<file path="src/rtl/rv32i_types.sv">
// Shared types for the RV32I cache/memory arbiter: FSM states and cacheline constants.
package rv32i_types;

    localparam int LINE_W = 256;
    localparam int OFS    = $clog2(LINE_W / 8);

    typedef logic [LINE_W-1:0] line_t;

    typedef enum logic [2:0] {
        IDLE,
        SERVE_I,
        SERVE_D,
        RESP_I,
        RESP_D,
        RECOVER
    } arb_state_t;

endpackage

</file>
<file path="src/rtl/cache_mem_arbiter.sv">
// Arbitrates the single cacheline-wide pmem port between the I-cache and D-cache, one transaction at a time.
// Optional feature: define ARB_ROUND_ROBIN_EN for alternating priority instead of fixed D-over-I.
module cache_mem_arbiter #(
    parameter int ADDR_W = 32,
    parameter int LINE_W = 256
) (
    input  logic              clk,
    input  logic              rst_n,
    input  logic              icache_read,
    input  logic [ADDR_W-1:0] icache_address,
    output logic [LINE_W-1:0] icache_rdata,
    output logic              icache_resp,
    input  logic              dcache_read,
    input  logic              dcache_write,
    input  logic [ADDR_W-1:0] dcache_address,
    input  logic [LINE_W-1:0] dcache_wdata,
    output logic [LINE_W-1:0] dcache_rdata,
    output logic              dcache_resp,
    output logic              pmem_read,
    output logic              pmem_write,
    output logic [ADDR_W-1:0] pmem_address,
    output logic [LINE_W-1:0] pmem_wdata,
    input  logic [LINE_W-1:0] pmem_rdata,
    input  logic              pmem_resp
);
    import rv32i_types::*;

    localparam int OFS_BITS = $clog2(LINE_W / 8);

    arb_state_t state;
    logic       d_req;
    logic       grant_d;

`ifdef ARB_ROUND_ROBIN_EN
    logic       ptr_d;

    always_comb begin
        d_req   = dcache_read | dcache_write;
        grant_d = d_req & (ptr_d | ~icache_read);
    end
`else
    always_comb begin
        d_req   = dcache_read | dcache_write;
        grant_d = d_req;
    end
`endif

    always_ff @(posedge clk or negedge rst_n) begin
        if (!rst_n) begin
            state        <= IDLE;
            pmem_read    <= 1'b0;
            pmem_write   <= 1'b0;
            pmem_address <= '0;
            pmem_wdata   <= '0;
            icache_rdata <= '0;
            dcache_rdata <= '0;
            icache_resp  <= 1'b0;
            dcache_resp  <= 1'b0;
`ifdef ARB_ROUND_ROBIN_EN
            ptr_d        <= 1'b1;
`endif
        end else begin
            case (state)
                IDLE: begin
                    // A simultaneous read+write from the D-cache is a writeback.
                    if (grant_d) begin
                        state        <= SERVE_D;
                        pmem_write   <= dcache_write;
                        pmem_read    <= ~dcache_write;
                        pmem_address <= {dcache_address[ADDR_W-1:OFS_BITS], {OFS_BITS{1'b0}}};
                        pmem_wdata   <= dcache_wdata;
`ifdef ARB_ROUND_ROBIN_EN
                        ptr_d        <= 1'b0;
`endif
                    end else if (icache_read) begin
                        state        <= SERVE_I;
                        pmem_read    <= 1'b1;
                        pmem_write   <= 1'b0;
                        pmem_address <= {icache_address[ADDR_W-1:OFS_BITS], {OFS_BITS{1'b0}}};
                        pmem_wdata   <= '0;
`ifdef ARB_ROUND_ROBIN_EN
                        ptr_d        <= 1'b1;
`endif
                    end
                end
                SERVE_I: begin
                    if (pmem_resp) begin
                        state        <= RESP_I;
                        pmem_read    <= 1'b0;
                        pmem_write   <= 1'b0;
                        icache_rdata <= pmem_rdata;
                        icache_resp  <= 1'b1;
                    end
                end
                SERVE_D: begin
                    if (pmem_resp) begin
                        state        <= RESP_D;
                        pmem_read    <= 1'b0;
                        pmem_write   <= 1'b0;
                        dcache_rdata <= pmem_rdata;
                        dcache_resp  <= 1'b1;
                    end
                end
                RESP_I, RESP_D: begin
                    // Response pulse lasts exactly the RESP cycle; RECOVER lets the cache drop its request.
                    state        <= RECOVER;
                    icache_resp  <= 1'b0;
                    dcache_resp  <= 1'b0;
                end
                RECOVER: begin
                    state        <= IDLE;
                end
                default: begin
                    state        <= IDLE;
                    pmem_read    <= 1'b0;
                    pmem_write   <= 1'b0;
                    icache_resp  <= 1'b0;
                    dcache_resp  <= 1'b0;
                end
            endcase
        end
    end

endmodule

</file>
<file path="config.mk">
export PLATFORM = sky130hd
export DESIGN_NAME = cache_mem_arbiter
export DESIGN_NICKNAME = d
export VERILOG_FILES = /design/src/rtl/rv32i_types.sv /design/src/rtl/cache_mem_arbiter.sv
export SDC_FILE = /design/constraint.sdc
export NUM_CORES = 1
export LEC_CHECK = 0
export ABC_AREA = 1
export BUFFER_PORTS_ARGS = -buffer_cell sky130_fd_sc_hd__buf_2
export CAP_MARGIN = 20
export CORE_AREA = 2 2 534 536
export CTS_CLUSTER_DIAMETER = 30
export DETAILED_ROUTE_END_ITERATION = 10
export DIE_AREA = 0 0 536 538
export GPL_TIMING_DRIVEN = 0
export HOLD_SLACK_MARGIN = 0.03
export PLACE_DENSITY = 0.37
export RECOVER_POWER = 100
export SYNTH_ARGS = -nofsm -noshare
export SYNTH_HDL_FRONTEND = slang
export SYNTH_SLANG_ARGS = --single-unit
</file>
<file path="constraint.sdc">
create_clock -name clk -period 4.7 [get_ports clk]
set_clock_uncertainty 0.2 [all_clocks]
set_input_delay 0 -clock clk [delete_from_list [all_inputs] [get_ports clk]]
set_output_delay 0 -clock clk [all_outputs]
set_load 0.1 [all_outputs]
</file>
# Word-level counts from Yosys, hierarchy flattened
# Cells that the tools add are included.
dict set report classes {
  n_mul 0
  shifts 0
  reduce_logical 14
  n_bitwise 5
  div 0
  n_eq_ne 9
  magnitude_cmp 0
  n_mux 19
  n_addsub 0
}
# operator count
set op_table {}
lappend op_table {{$mux W256} 2}
lappend op_table {{$mux W32} 2}
lappend op_table {{$mux W3} 4}
lappend op_table {{$pmux W3 S4} 1}
lappend op_table {{$reduce_and A2 Y1} 5}
lappend op_table {{$reduce_or A3 Y1} 3}
lappend op_table {{$eq A3 B2 Y1 const B} 2}
lappend op_table {{$eq A3 B3 Y1 const B} 2}
lappend op_table {{$mux W1} 6}
lappend op_table {{$pmux W1 S3} 2}
lappend op_table {{$reduce_and A3 Y1} 2}
lappend op_table {{$ne A2 B2 Y1 const B} 2}
lappend op_table {{$not A1 Y1} 4}
lappend op_table {{$pmux W1 S2} 2}
lappend op_table {{$reduce_or A2 Y1} 2}
lappend op_table {{$eq A3 B1 Y1 const B} 1}
lappend op_table {{$logic_not A3 Y1} 1}
lappend op_table {{$ne A3 B3 Y1 const B} 1}
lappend op_table {{$ne A2 B1 Y1 const B} 1}
lappend op_table {{$reduce_bool A2 Y1} 1}
lappend op_table {{$or A1 B1 Y1} 1}
dict set report totals {
  word_cells 56
  mem_bits_ro 0
  ff_bits 807
  mem_bits_rw 0
  output_inout_bits 804
  latchBits 0
  mem_count 0
}

# Logic depth before layout (Yosys ltp)
# Gate-level depths: netlist (run 1).
dict set report logic_depth {
  depth_word 4
  ltp_mapped 9
  mapped_depth_nobuf 7
}

# Worst setup path after synthesis (run 1)
# OpenSTA, ideal clock, no wires.
dict set report synth_timing {
  kind {register to register}
  start {register state[2]}
  end {register icache_rdata[118]}
  path_buffers 2
  path_stages_with_launch 9
  required_ps 4378
  setup_slack_ps 3079
  arrival_ps 1298
  period_less_slack_ps 1621
  setup_time_ps 122
  path_cell_list {dfrtp_1 > nor2_2 > nand2_1 > nor2_2 > inv_2 > buf_2 > clkbuf_1 > nand2_1 > nand2_1}
}
dict set report synth_via {
  elab_chain_len 2
}
# item line_no
set synth_rtl {}
lappend synth_rtl {{from (decl)} cache_mem_arbiter.sv:30} ;# arb_state_t state;
lappend synth_rtl {{from (signal assigned)} cache_mem_arbiter.sv:50} ;# state <= IDLE;
lappend synth_rtl {{from (signal assigned)} cache_mem_arbiter.sv:67} ;# state <= SERVE_D;
lappend synth_rtl {{from (signal assigned)} cache_mem_arbiter.sv:76} ;# state <= SERVE_I;
lappend synth_rtl {{$eq A3 B1 Y1} cache_mem_arbiter.sv:63} ;# case (state)
lappend synth_rtl {{$reduce_and A2 Y1 (no source line)} n/a}
lappend synth_rtl {{to (signal assigned)} cache_mem_arbiter.sv:91} ;# icache_rdata <= pmem_rdata;
lappend synth_rtl {{to (decl)} cache_mem_arbiter.sv:11} ;# output logic [LINE_W-1:0] icache_rdata,
# No other way between the ends.
# A chain may end at the register's enable or synchronous reset.

# Worst setup path after layout (run 1)
dict set report layout_timing {
  start {register state[2]}
  end {register dcache_rdata[131]}
}
dict set report layout_via {
  elab_chain_len 2
}
# item line_no
set layout_rtl {}
lappend layout_rtl {{$eq A3 B2 Y1} cache_mem_arbiter.sv:63}
lappend layout_rtl {{$reduce_and A2 Y1 (no source line)} n/a}
lappend layout_rtl {{to (signal assigned)} cache_mem_arbiter.sv:100} ;# dcache_rdata <= pmem_rdata;
lappend layout_rtl {{to (decl)} cache_mem_arbiter.sv:17} ;# output logic [LINE_W-1:0] dcache_rdata,
# No other way between the ends.

==> flow_metrics.env, run 1 <==
export IMPL_status="finished, violations left"
export IMPL_failed_checks="capacitance limit, slew limit"
export IMPL_avgSynthCellArea_sq_um=8.89
export IMPL_clock_sinks=802
export IMPL_clk_latency_ns=0.81
export IMPL_die_area_sq_mm=0.288
export IMPL_r2r_cells=9
export IMPL_final_antenna_net_count=0
export IMPL_antenna_found_initial=65
export IMPL_die_h_um=538
export IMPL_hp_start="pmem_rdata[7]"
export IMPL_drv_slew=105
export IMPL_rrSetupSlack_ns=0.86
export IMPL_yosysSeqAreaShare_pct=64.8
export IMPL_stdcell_area_sq_mm=0.0652
export IMPL_place_area_sq_mm=0.0428
export IMPL_hold_viol=0
export IMPL_ioPinCount=1386
export IMPL_critPathRequiredTime_ns=5.17
export IMPL_clockBufferDepth=4
export IMPL_cts_tree="built"
export IMPL_cts_htree_levels=5
export IMPL_grt_use_total_pct=13.9
export IMPL_hold_path_class="primary input to flop"
export IMPL_cts_repair_resized=0
export IMPL_area_growth_pct=111
export IMPL_synth_top_area_share_pct=64.8
export IMPL_yosysWarnings=0
export IMPL_fin_setup_tns_ns=0
export IMPL_drt_iter0_markers=1657
export IMPL_grt_max_degree=111
export IMPL_period_share_pct=81.6
export IMPL_critPathKind="flop to flop"
export IMPL_synth_area_leaders="dfrtp_1 (65%), nand2_1 (25%), o21ai_0 (3.9%), buf_2 (2.2%), clkbuf_1 (0.76%)"
export IMPL_core_area_sq_mm=0.283
export IMPL_gp_congestion=0.897
export IMPL_yosys_area_share_adder_pct=0
export IMPL_viasPerCell=3.51
export IMPL_io_buffers=1370
export IMPL_clock_tree_root_cell="clkbuf_16"
export IMPL_synth_area_sq_mm=0.0310
export IMPL_numCtsBuffers=268
export IMPL_firstDrtPassIters=7
export IMPL_synth_ff_type="dfrtp_1"
export IMPL_avgRoutedWirePerCell_um=19.9
export IMPL_cp_arrival_ns=4.30
export IMPL_min_path_cells=4
export IMPL_hold_end="icache_rdata[7]$_DFFE_PN0P_"
export IMPL_crit_start="state[2]$_DFFE_PN0P_"
export IMPL_yosys_area_share_simple_pct=26.3
export IMPL_ctsHoldBuffers=1436
export IMPL_r2r_end="dcache_rdata[131]$_DFFE_PN0P_"
export IMPL_yosys_mux_area_fraction_pct=0
export IMPL_ys_ff_latch=802
export IMPL_grt_pass1_wl_mm=288
export IMPL_synth_top_family_by_area="simple AND/OR/NAND/NOR gates"
export IMPL_synth_top_area_cell="dfrtp_1"
export IMPL_synth_compound_area_share_pct=5.35
export IMPL_num_vias=37100
export IMPL_synth_cell_types=22
export IMPL_fp_row_count=196
export IMPL_setup_viol=0
export IMPL_max_slew_margin_pct=-31.1
export IMPL_overflow=0
export IMPL_synth_cells=3483
export IMPL_start_util_pct=10.9
export IMPL_synth_edf_count=0
export IMPL_fp_dieW_um=536
export IMPL_max_cap_violations=36
export IMPL_post_cts_buffers=0
export IMPL_fmax_ghz=0.261
export IMPL_r2r_start="state[2]$_DFFE_PN0P_"
export IMPL_worstPathMaxFanout=10
export IMPL_drive_above_1_share_pct=16.5
export IMPL_route_detailed_drc=0
export IMPL_nets=7156
export IMPL_rsz0062_at_grt="false"
export IMPL_grt_pass1_vias=39200
export IMPL_wl_mm=210
export IMPL_endpoint_kind="flop"
export IMPL_hpwl_mm=166
export IMPL_async_flop_share_pct=100
export IMPL_worst_slew_pin_slew_ns=1.97
export IMPL_synth_xor_area_share_pct=0
export IMPL_period_needed_ns=3.84
export IMPL_critPathLaunchType="flop"
export IMPL_clk_pin_slew_ns=0.04
-- layer usage --
layer | wire [um] | GRT usage [%]
met3 | 17100 | 4.49
met4 | 11800 | 7.32
met1 | 76700 | 14.5
met2 | 104000 | 24.7
met5 | 259 | 0.181
-- cells in the mapped netlist, drive strengths merged (2+ instances only) --
cell type  count
a21oi          2
buf          151
clkbuf        63
dfrtp        802
inv           13
nand2       2093
nand3          2
nor2          13
o211ai        27
o21ai        287
or2           27
-- per-stage QoR --
step                      setup slack (ns)  std cells  hold slack, ns  utilization, %
after floorplan                       3.08       3487          -0.496               -
after global placement              -16.00       8619         0.00323            15.0
after detailed placement              1.40       8630          -0.156            15.1
after CTS                             1.38      10500           0.119            23.4
after global routing                 0.700      10600           0.192            23.0
final                                0.865      10600           0.134            23.0
-- kinds of logic after synthesis --
kind of cell	Yosys count
AND/OR/NAND/NOR	2136
other	1
flip-flops	802
AO/OA/AOI/OAI	317
buffers and inverters	227
-- worst max-delay path, cell delays in order, from the launching register on --
cell and delay, ns:
dfrtp_1 0.42, inv_1 0.10, nand3_1 0.13, nor2_1 0.15
clkbuf_1 0.87, inv_1 0.56, buf_2 0.49, clkbuf_1 0.45
nand2_1 0.17, nand2_1 0.06
-- how the worst max path moves through the flow --
stage	end	slack [ns]
2_1_floorplan	icache_rdata[118]$_DFFE_PN0P_	3.08
3_3_place_gp	icache_rdata[88]$_DFFE_PN0P_	-16.00
3_5_place_dp	dcache_rdata[75]$_DFFE_PN0P_	1.40
4_1_cts	icache_rdata[7]$_DFFE_PN0P_	1.38
5_1_grt	pmem_wdata[226]$_DFFE_PN0P_	0.70
6_report	dcache_rdata[131]$_DFFE_PN0P_	0.86
-- layout make-up --
type / instances / area, sq um
Fill cell: 31400 / 218000
Timing Repair Buffer: 2817 / 20400
Sequential cell: 802 / 20100
Multi-Input combinational cell: 2458 / 9810
Clock buffer: 391 / 7770
Tap cell: 3762 / 4710
Clock inverter: 88 / 1320
Buffer: 214 / 962
Antenna cell: 33 / 82.6
Inverter: 13 / 48.8
-- layout by cell type, fill, tap and decap left out, drive strengths merged --
cell / count
dlygate4sd3: 1435
clkinv: 57
o21bai: 1
o21ai: 287
or2: 27
a21oi: 2
dfrtp: 802
nand2: 2093
clkinvlp: 2
nand3: 2
o211ai: 27
clkbuf: 1314
diode: 33
buf: 673
inv: 22
conb: 5
bufinv: 20
nand4: 1
nor2: 13
-- registers in the layout (all words and copies together), names as in the netlist --
name / cells
dcache_resp: 1
icache_resp: 1
icache_rdata: 256
pmem_wdata: 256
pmem_read: 1
pmem_address: 27
state: 3
pmem_write: 1
dcache_rdata: 256
Power of run 1 is not shown: default switching activity piles up to over one toggle a cycle in this logic, so the estimate is an artifact.
==> inputs of run 2 (changes only) <==
==> constraint.sdc (replaced) <==
create_clock -name clk -period 3.9 [get_ports clk]
set_clock_uncertainty 0.2 [all_clocks]
set_input_delay 0 -clock clk [delete_from_list [all_inputs] [get_ports clk]]
set_output_delay 0 -clock clk [all_outputs]
set_load 0.1 [all_outputs]
==> flow_metrics.env, run 2 (synthesis results as in run 1) <==
export IMPL_status="finished, violations left"
export IMPL_failed_checks="capacitance limit, slew limit"
export IMPL_route_detailed_drc=0
export IMPL_core_area_sq_mm=0.283
export IMPL_area_growth_pct=111
export IMPL_max_cap_violations=33
export IMPL_rrSetupSlack_ns=0.42
export IMPL_setup_viol=0
export IMPL_grt_max_degree=111
export IMPL_clockBufferDepth=4
export IMPL_critPathLaunchType="flop"
export IMPL_clk_latency_ns=0.81
export IMPL_critPathRequiredTime_ns=4.48
export IMPL_cp_arrival_ns=4.06
export IMPL_max_slew_margin_pct=-34.7
export IMPL_fillers=31400
export IMPL_io_buffers=1370
export IMPL_clock_sinks=802
export IMPL_gp_congestion=0.897
export IMPL_worst_slew_pin_slew_ns=2.02
export IMPL_crit_start="state[2]$_DFFE_PN0P_"
export IMPL_r2r_start="state[2]$_DFFE_PN0P_"
export IMPL_antenna_found_initial=65
export IMPL_fp_dieW_um=536
export IMPL_avgRoutedWirePerCell_um=19.9
export IMPL_cts_repair_resized=0
export IMPL_fp_row_count=196
export IMPL_grt_pass1_vias=39200
export IMPL_viasPerCell=3.50
export IMPL_cp_endpoint="pmem_wdata[203]$_DFFE_PN0P_"
export IMPL_r2r_cells=10
export IMPL_most_common_layout_cells="nand2_1 (2093), dlygate4sd3_1 (1435), clkbuf_1 (985)"
export IMPL_rsz0062_at_grt="false"
export IMPL_num_vias=37000
export IMPL_hold_path_class="primary input to flop"
export IMPL_overflow=0
export IMPL_clk_pin_slew_ns=0.04
export IMPL_grt_use_total_pct=13.9
export IMPL_fmax_ghz=0.287
export IMPL_firstDrtPassIters=5
export IMPL_grt_pass1_wl_mm=288
export IMPL_period_needed_ns=3.48
export IMPL_clock_tree_root_cell="clkbuf_16"
export IMPL_endpoint_kind="flop"
export IMPL_drv_slew=105
export IMPL_wl_mm=210
export IMPL_fin_setup_tns_ns=0
export IMPL_die_h_um=538
export IMPL_die_area_sq_mm=0.288
export IMPL_ioPinCount=1386
export IMPL_hold_viol=0
export IMPL_nets=7156
export IMPL_drive_above_1_share_pct=16.6
export IMPL_largestRegisters="dcache_rdata (256), icache_rdata (256), pmem_wdata (256)"
export IMPL_critPathKind="flop to flop"
export IMPL_worstPathMaxFanout=10
export IMPL_cts_tree="built"
export IMPL_final_common_cell="nand2_1"
export IMPL_numCtsBuffers=268
export IMPL_r2r_end="pmem_wdata[203]$_DFFE_PN0P_"
export IMPL_cts_htree_levels=5
export IMPL_drt_iter0_markers=1713
export IMPL_hpwl_mm=166
export IMPL_final_antenna_net_count=0
export IMPL_period_share_pct=89.3
export IMPL_start_util_pct=10.9
==> run 2: cell count changes in the layout (fill, tap and decap cells not counted), sizes merged <==
cell / previous run / this run
clkbuf: 1314 / 1319
buf: 673 / 668
diode: 33 / 30
==> run 2: layout make-up <==
cell class / instances / area, sq um / share of cell area (%)
antenna: 30 / 75.1 / 0.115
clock buffer: 391 / 7770 / 11.9
buffer: 214 / 967 / 1.48
clock inverter: 88 / 1320 / 2.02
tap: 3762 / 4710 / 7.22
multi-input combinational: 2458 / 9810 / 15.0
timing repair buffer: 2817 / 20500 / 31.4
sequential: 802 / 20100 / 30.8
inverter: 13 / 48.8 / 0.0748
==> run 2: metal layers <==
layer | wire length, um | GRT usage (%)
met1 | 77200 | 14.5
met2 | 104000 | 24.7
met3 | 16600 | 4.49
met4 | 11700 | 7.32
met5 | 261 | 0.181
==> run 2: how the worst min path moves through the flow <==
stage                       from                            to  cells after the start  slack, ns
6_report           pmem_rdata[7]   icache_rdata[7]$_DFFE_PN0P_                      4       0.14
5_1_grt                    rst_n  pmem_address[10]$_DFFE_PN0P_                      4       0.16
4_1_cts                    rst_n   pmem_wdata[253]$_DFFE_PN0P_                      4       0.12
3_5_place_dp               rst_n   pmem_wdata[229]$_DFFE_PN0P_                      1      -0.16
3_3_place_gp   dcache_wdata[130]   pmem_wdata[130]$_DFFE_PN0P_                      3      0.003
2_1_floorplan              rst_n   dcache_rdata[0]$_DFFE_PN0P_                      0      -0.50
==> run 2: critical path, stage by stage (launching register included) <==
cell and delay [ns]:
dfrtp_1 0.41, nor2_1 0.16, nand2_1 0.24, buf_6 0.27, nor2_8 0.14, buf_4 0.29
clkbuf_1 0.39, nand2_1 0.12, dlygate4sd3_1 0.59, nand2_1 0.06, dlygate4sd3_1 0.54
==> run 2: through the flow <==
step	hold slack, ns	std cells	utilization, %	instance area, sq um	setup slack [ns]
4_1_cts	0.119	10500	23.4	66300	0.582
5_1_grt	0.159	10600	23.0	65200	0.278
2_1_floorplan	-0.496	3487	-	31000	2.28
3_3_place_gp	0.00323	8619	15.0	42500	-16.80
3_5_place_dp	-0.156	8630	15.1	42800	0.598
6_report	0.143	10600	23.0	65200	0.418
==> run 2: what timing repair did <==
| action | 4_1_cts | 5_1_grt |
|---|---|---|
| endpoints found under the setup margin | 0 | 0 |
| buffers inserted | 0 | 0 |
| hold buffers | 1436 | 0 |
| hold endpoints to repair | 1084 | 0 |
Power of run 2 is left out for the same reason.
==> inputs of run 3 (changes only) <==
--- a/config.mk
+++ b/config.mk
@@ -6,15 +6,15 @@
 export NUM_CORES = 1
 export LEC_CHECK = 0
 export ABC_AREA = 1
-export BUFFER_PORTS_ARGS = -buffer_cell sky130_fd_sc_hd__buf_2
 export CAP_MARGIN = 20
 export CORE_AREA = 2 2 534 536
 export CTS_CLUSTER_DIAMETER = 30
 export DETAILED_ROUTE_END_ITERATION = 10
 export DIE_AREA = 0 0 536 538
+export DONT_BUFFER_PORTS = 1
 export GPL_TIMING_DRIVEN = 0
 export HOLD_SLACK_MARGIN = 0.03
-export PLACE_DENSITY = 0.37
+export PLACE_DENSITY = 0.34
 export RECOVER_POWER = 100
 export SYNTH_ARGS = -nofsm -noshare
 export SYNTH_HDL_FRONTEND = slang
==> constraint.sdc (replaced) <==
create_clock -name clk -period 3 [get_ports clk]
set_clock_uncertainty 0.2 [all_clocks]
set_input_delay 0 -clock clk [delete_from_list [all_inputs] [get_ports clk]]
set_output_delay 0 -clock clk [all_outputs]
set_load 0.1 [all_outputs]
==> flow_metrics.env, run 3 (synthesis results as in run 1) <==
export IMPL_avgRoutedWirePerCell_um=21.9
export IMPL_clock_sinks=802
export IMPL_start_util_pct=10.9
export IMPL_status="finished, violations left"
export IMPL_wl_mm=200
export IMPL_fp_dieW_um=536
export IMPL_cp_endpoint="pmem_address[9]$_DFFE_PN0P_"
export IMPL_max_stage_delay_ns=0.65
export IMPL_post_place_cells=7290
export IMPL_grt_use_total_pct=13.2
export IMPL_fmax_ghz=0.345
export IMPL_core_area_sq_mm=0.283
export IMPL_slowest_stage="dlygate4sd3_1"
export IMPL_max_slew_margin_pct=-9.85
export IMPL_clk_latency_ns=0.87
export IMPL_ioPinCount=1386
export IMPL_rsz0062_at_grt="true"
export IMPL_critPathRequiredTime_ns=3.60
export IMPL_die_h_um=538
export IMPL_final_cells=9141
export IMPL_worst_slew_pin_slew_ns=1.65
export IMPL_worstPathMaxFanout=10
export IMPL_r2r_end="pmem_address[9]$_DFFE_PN0P_"
export IMPL_fp_row_count=196
export IMPL_clock_tree_root_cell="clkbuf_16"
export IMPL_nets=5707
export IMPL_cts_htree_levels=4
export IMPL_max_cap_violations=4
export IMPL_clk_pin_slew_ns=0.04
export IMPL_critPathKind="flop to flop"
export IMPL_cp_arrival_ns=3.50
export IMPL_largestRegisters="dcache_rdata (256), icache_rdata (256), pmem_wdata (256)"
export IMPL_setup_viol=0
export IMPL_path_buf_inv=3
export IMPL_r2r_cells=8
export IMPL_rrSetupSlack_ns=0.1
export IMPL_area_growth_pct=88.3
export IMPL_endpoint_kind="flop"
export IMPL_hold_path_class="primary input to asynchronous set/reset pin"
export IMPL_final_antenna_net_count=0
export IMPL_route_detailed_drc=0
export IMPL_cp_depth=8
export IMPL_crit_family="buffers and inverters"
export IMPL_period_needed_ns=2.90
export IMPL_r2r_start="state[1]$_DFFE_PN0P_"
export IMPL_final_common_cell="nand2_1"
export IMPL_drv_slew=121
export IMPL_crit_start="state[1]$_DFFE_PN0P_"
export IMPL_antenna_found_initial=82
export IMPL_cts_tree="built"
export IMPL_io_buffers=0
export IMPL_critPathLaunchType="flop"
export IMPL_drt_iter0_markers=1529
export IMPL_drive_above_1_share_pct=11.2
export IMPL_firstDrtPassIters=5
export IMPL_hold_ws_ns=-1.37
export IMPL_hpwl_mm=157
export IMPL_die_area_sq_mm=0.288
export IMPL_hold_viol=340
export IMPL_grt_pass1_wl_mm=269
export IMPL_grt_pass1_vias=33400
export IMPL_overflow=0
export IMPL_crit_path_frequent_cell="dlygate4sd3_1"
export IMPL_most_common_layout_cells="nand2_1 (2092), dlygate4sd3_1 (1350), dfrtp_1 (802)"
export IMPL_clockBufferDepth=4
export IMPL_gp_congestion=0.906
export IMPL_crit_chain="nor2_2, nand2_4, buf_6, nor2_4, o211ai_1, dlygate4sd3_1, nand2_1, dlygate4sd3_1"
export IMPL_viasPerCell=3.51
export IMPL_period_share_pct=96.7
export IMPL_num_vias=32100
export IMPL_grt_max_degree=184
export IMPL_numCtsBuffers=233
export IMPL_failed_checks="hold timing, capacitance limit, slew limit"
-- run 3: cell count changes in the layout (fill, tap and decap cells not counted), sizes merged, moves of 17 or more --
cell,before,now
clkbuf,1319,397
buf,668,152
dlygate4sd3,1435,1350
diode,30,52
dlymetal6s4s,0,22
clkinvlp,2,19
-- run 3: layout make-up --
cell class,instances,area [sq um]
diodes,52,130
plain buffers,214,1060
clock buffers,313,6550
clock inverters,124,1780
fillers,31100,225000
inverters,13,48.8
multi-input cells,2458,9830
flip-flops and latches,802,20100
well taps,3762,4710
repair buffers,1403,14100
-- run 3: per-stage QoR --
stage | setup TNS, ns | worst slack (ns) | util [%] | cell area (sq um)
CTS | 0 | 0.0171 | 20.6 | 58300
detailed placement | -41.37 | -0.300 | 12.9 | 36500
finish | 0 | 0.0977 | 20.6 | 58300
global route | -0.0206 | -0.0145 | 20.6 | 58200
floorplan | 0 | 1.38 | - | 31000
global placement | -152.66 | -0.664 | 12.6 | 35700
-- run 3: layer usage --
| layer | vias to the layer above | track usage (%) | part of all wire [%] |
|---|---|---|---|
| li1 | 14300 | - | - |
| met1 | 15700 | 13.4 | 35 |
| met2 | 1584 | 23.8 | 51 |
| met3 | 435 | 4.96 | 9.1 |
| met4 | 54 | 6.20 | 4.9 |
| met5 | - | 0 | 0.17 |
-- run 3: how the worst min path moves through the flow --
stage	start	end	slack, ns
after detailed placement	rst_n	pmem_wdata[239]$_DFFE_PN0P_	-0.50
final	rst_n	pmem_wdata[237]$_DFFE_PN0P_	-1.37
after global placement	rst_n	pmem_wdata[239]$_DFFE_PN0P_	-0.47
after CTS	rst_n	pmem_wdata[239]$_DFFE_PN0P_	-1.48
after floorplan	rst_n	dcache_rdata[0]$_DFFE_PN0P_	-0.50
after global routing	rst_n	pmem_wdata[237]$_DFFE_PN0P_	-1.45
-- run 3: what timing repair did --
action,4_1_cts,5_1_grt
gates resized for setup,0,9
hold buffers,1350,1
endpoints found under the hold margin,1302,397
setup buffers,0,0
setup endpoints to repair,0,174
-- run 3: worst register-to-register path, delay by kind of cell, from the launching register on --
family	cells	cell delay [ns]
compound gates	1	0.18
flops	1	0.41
simple gates	4	0.63
buf+inv	3	1.41
Power of run 3 is left out for the same reason.
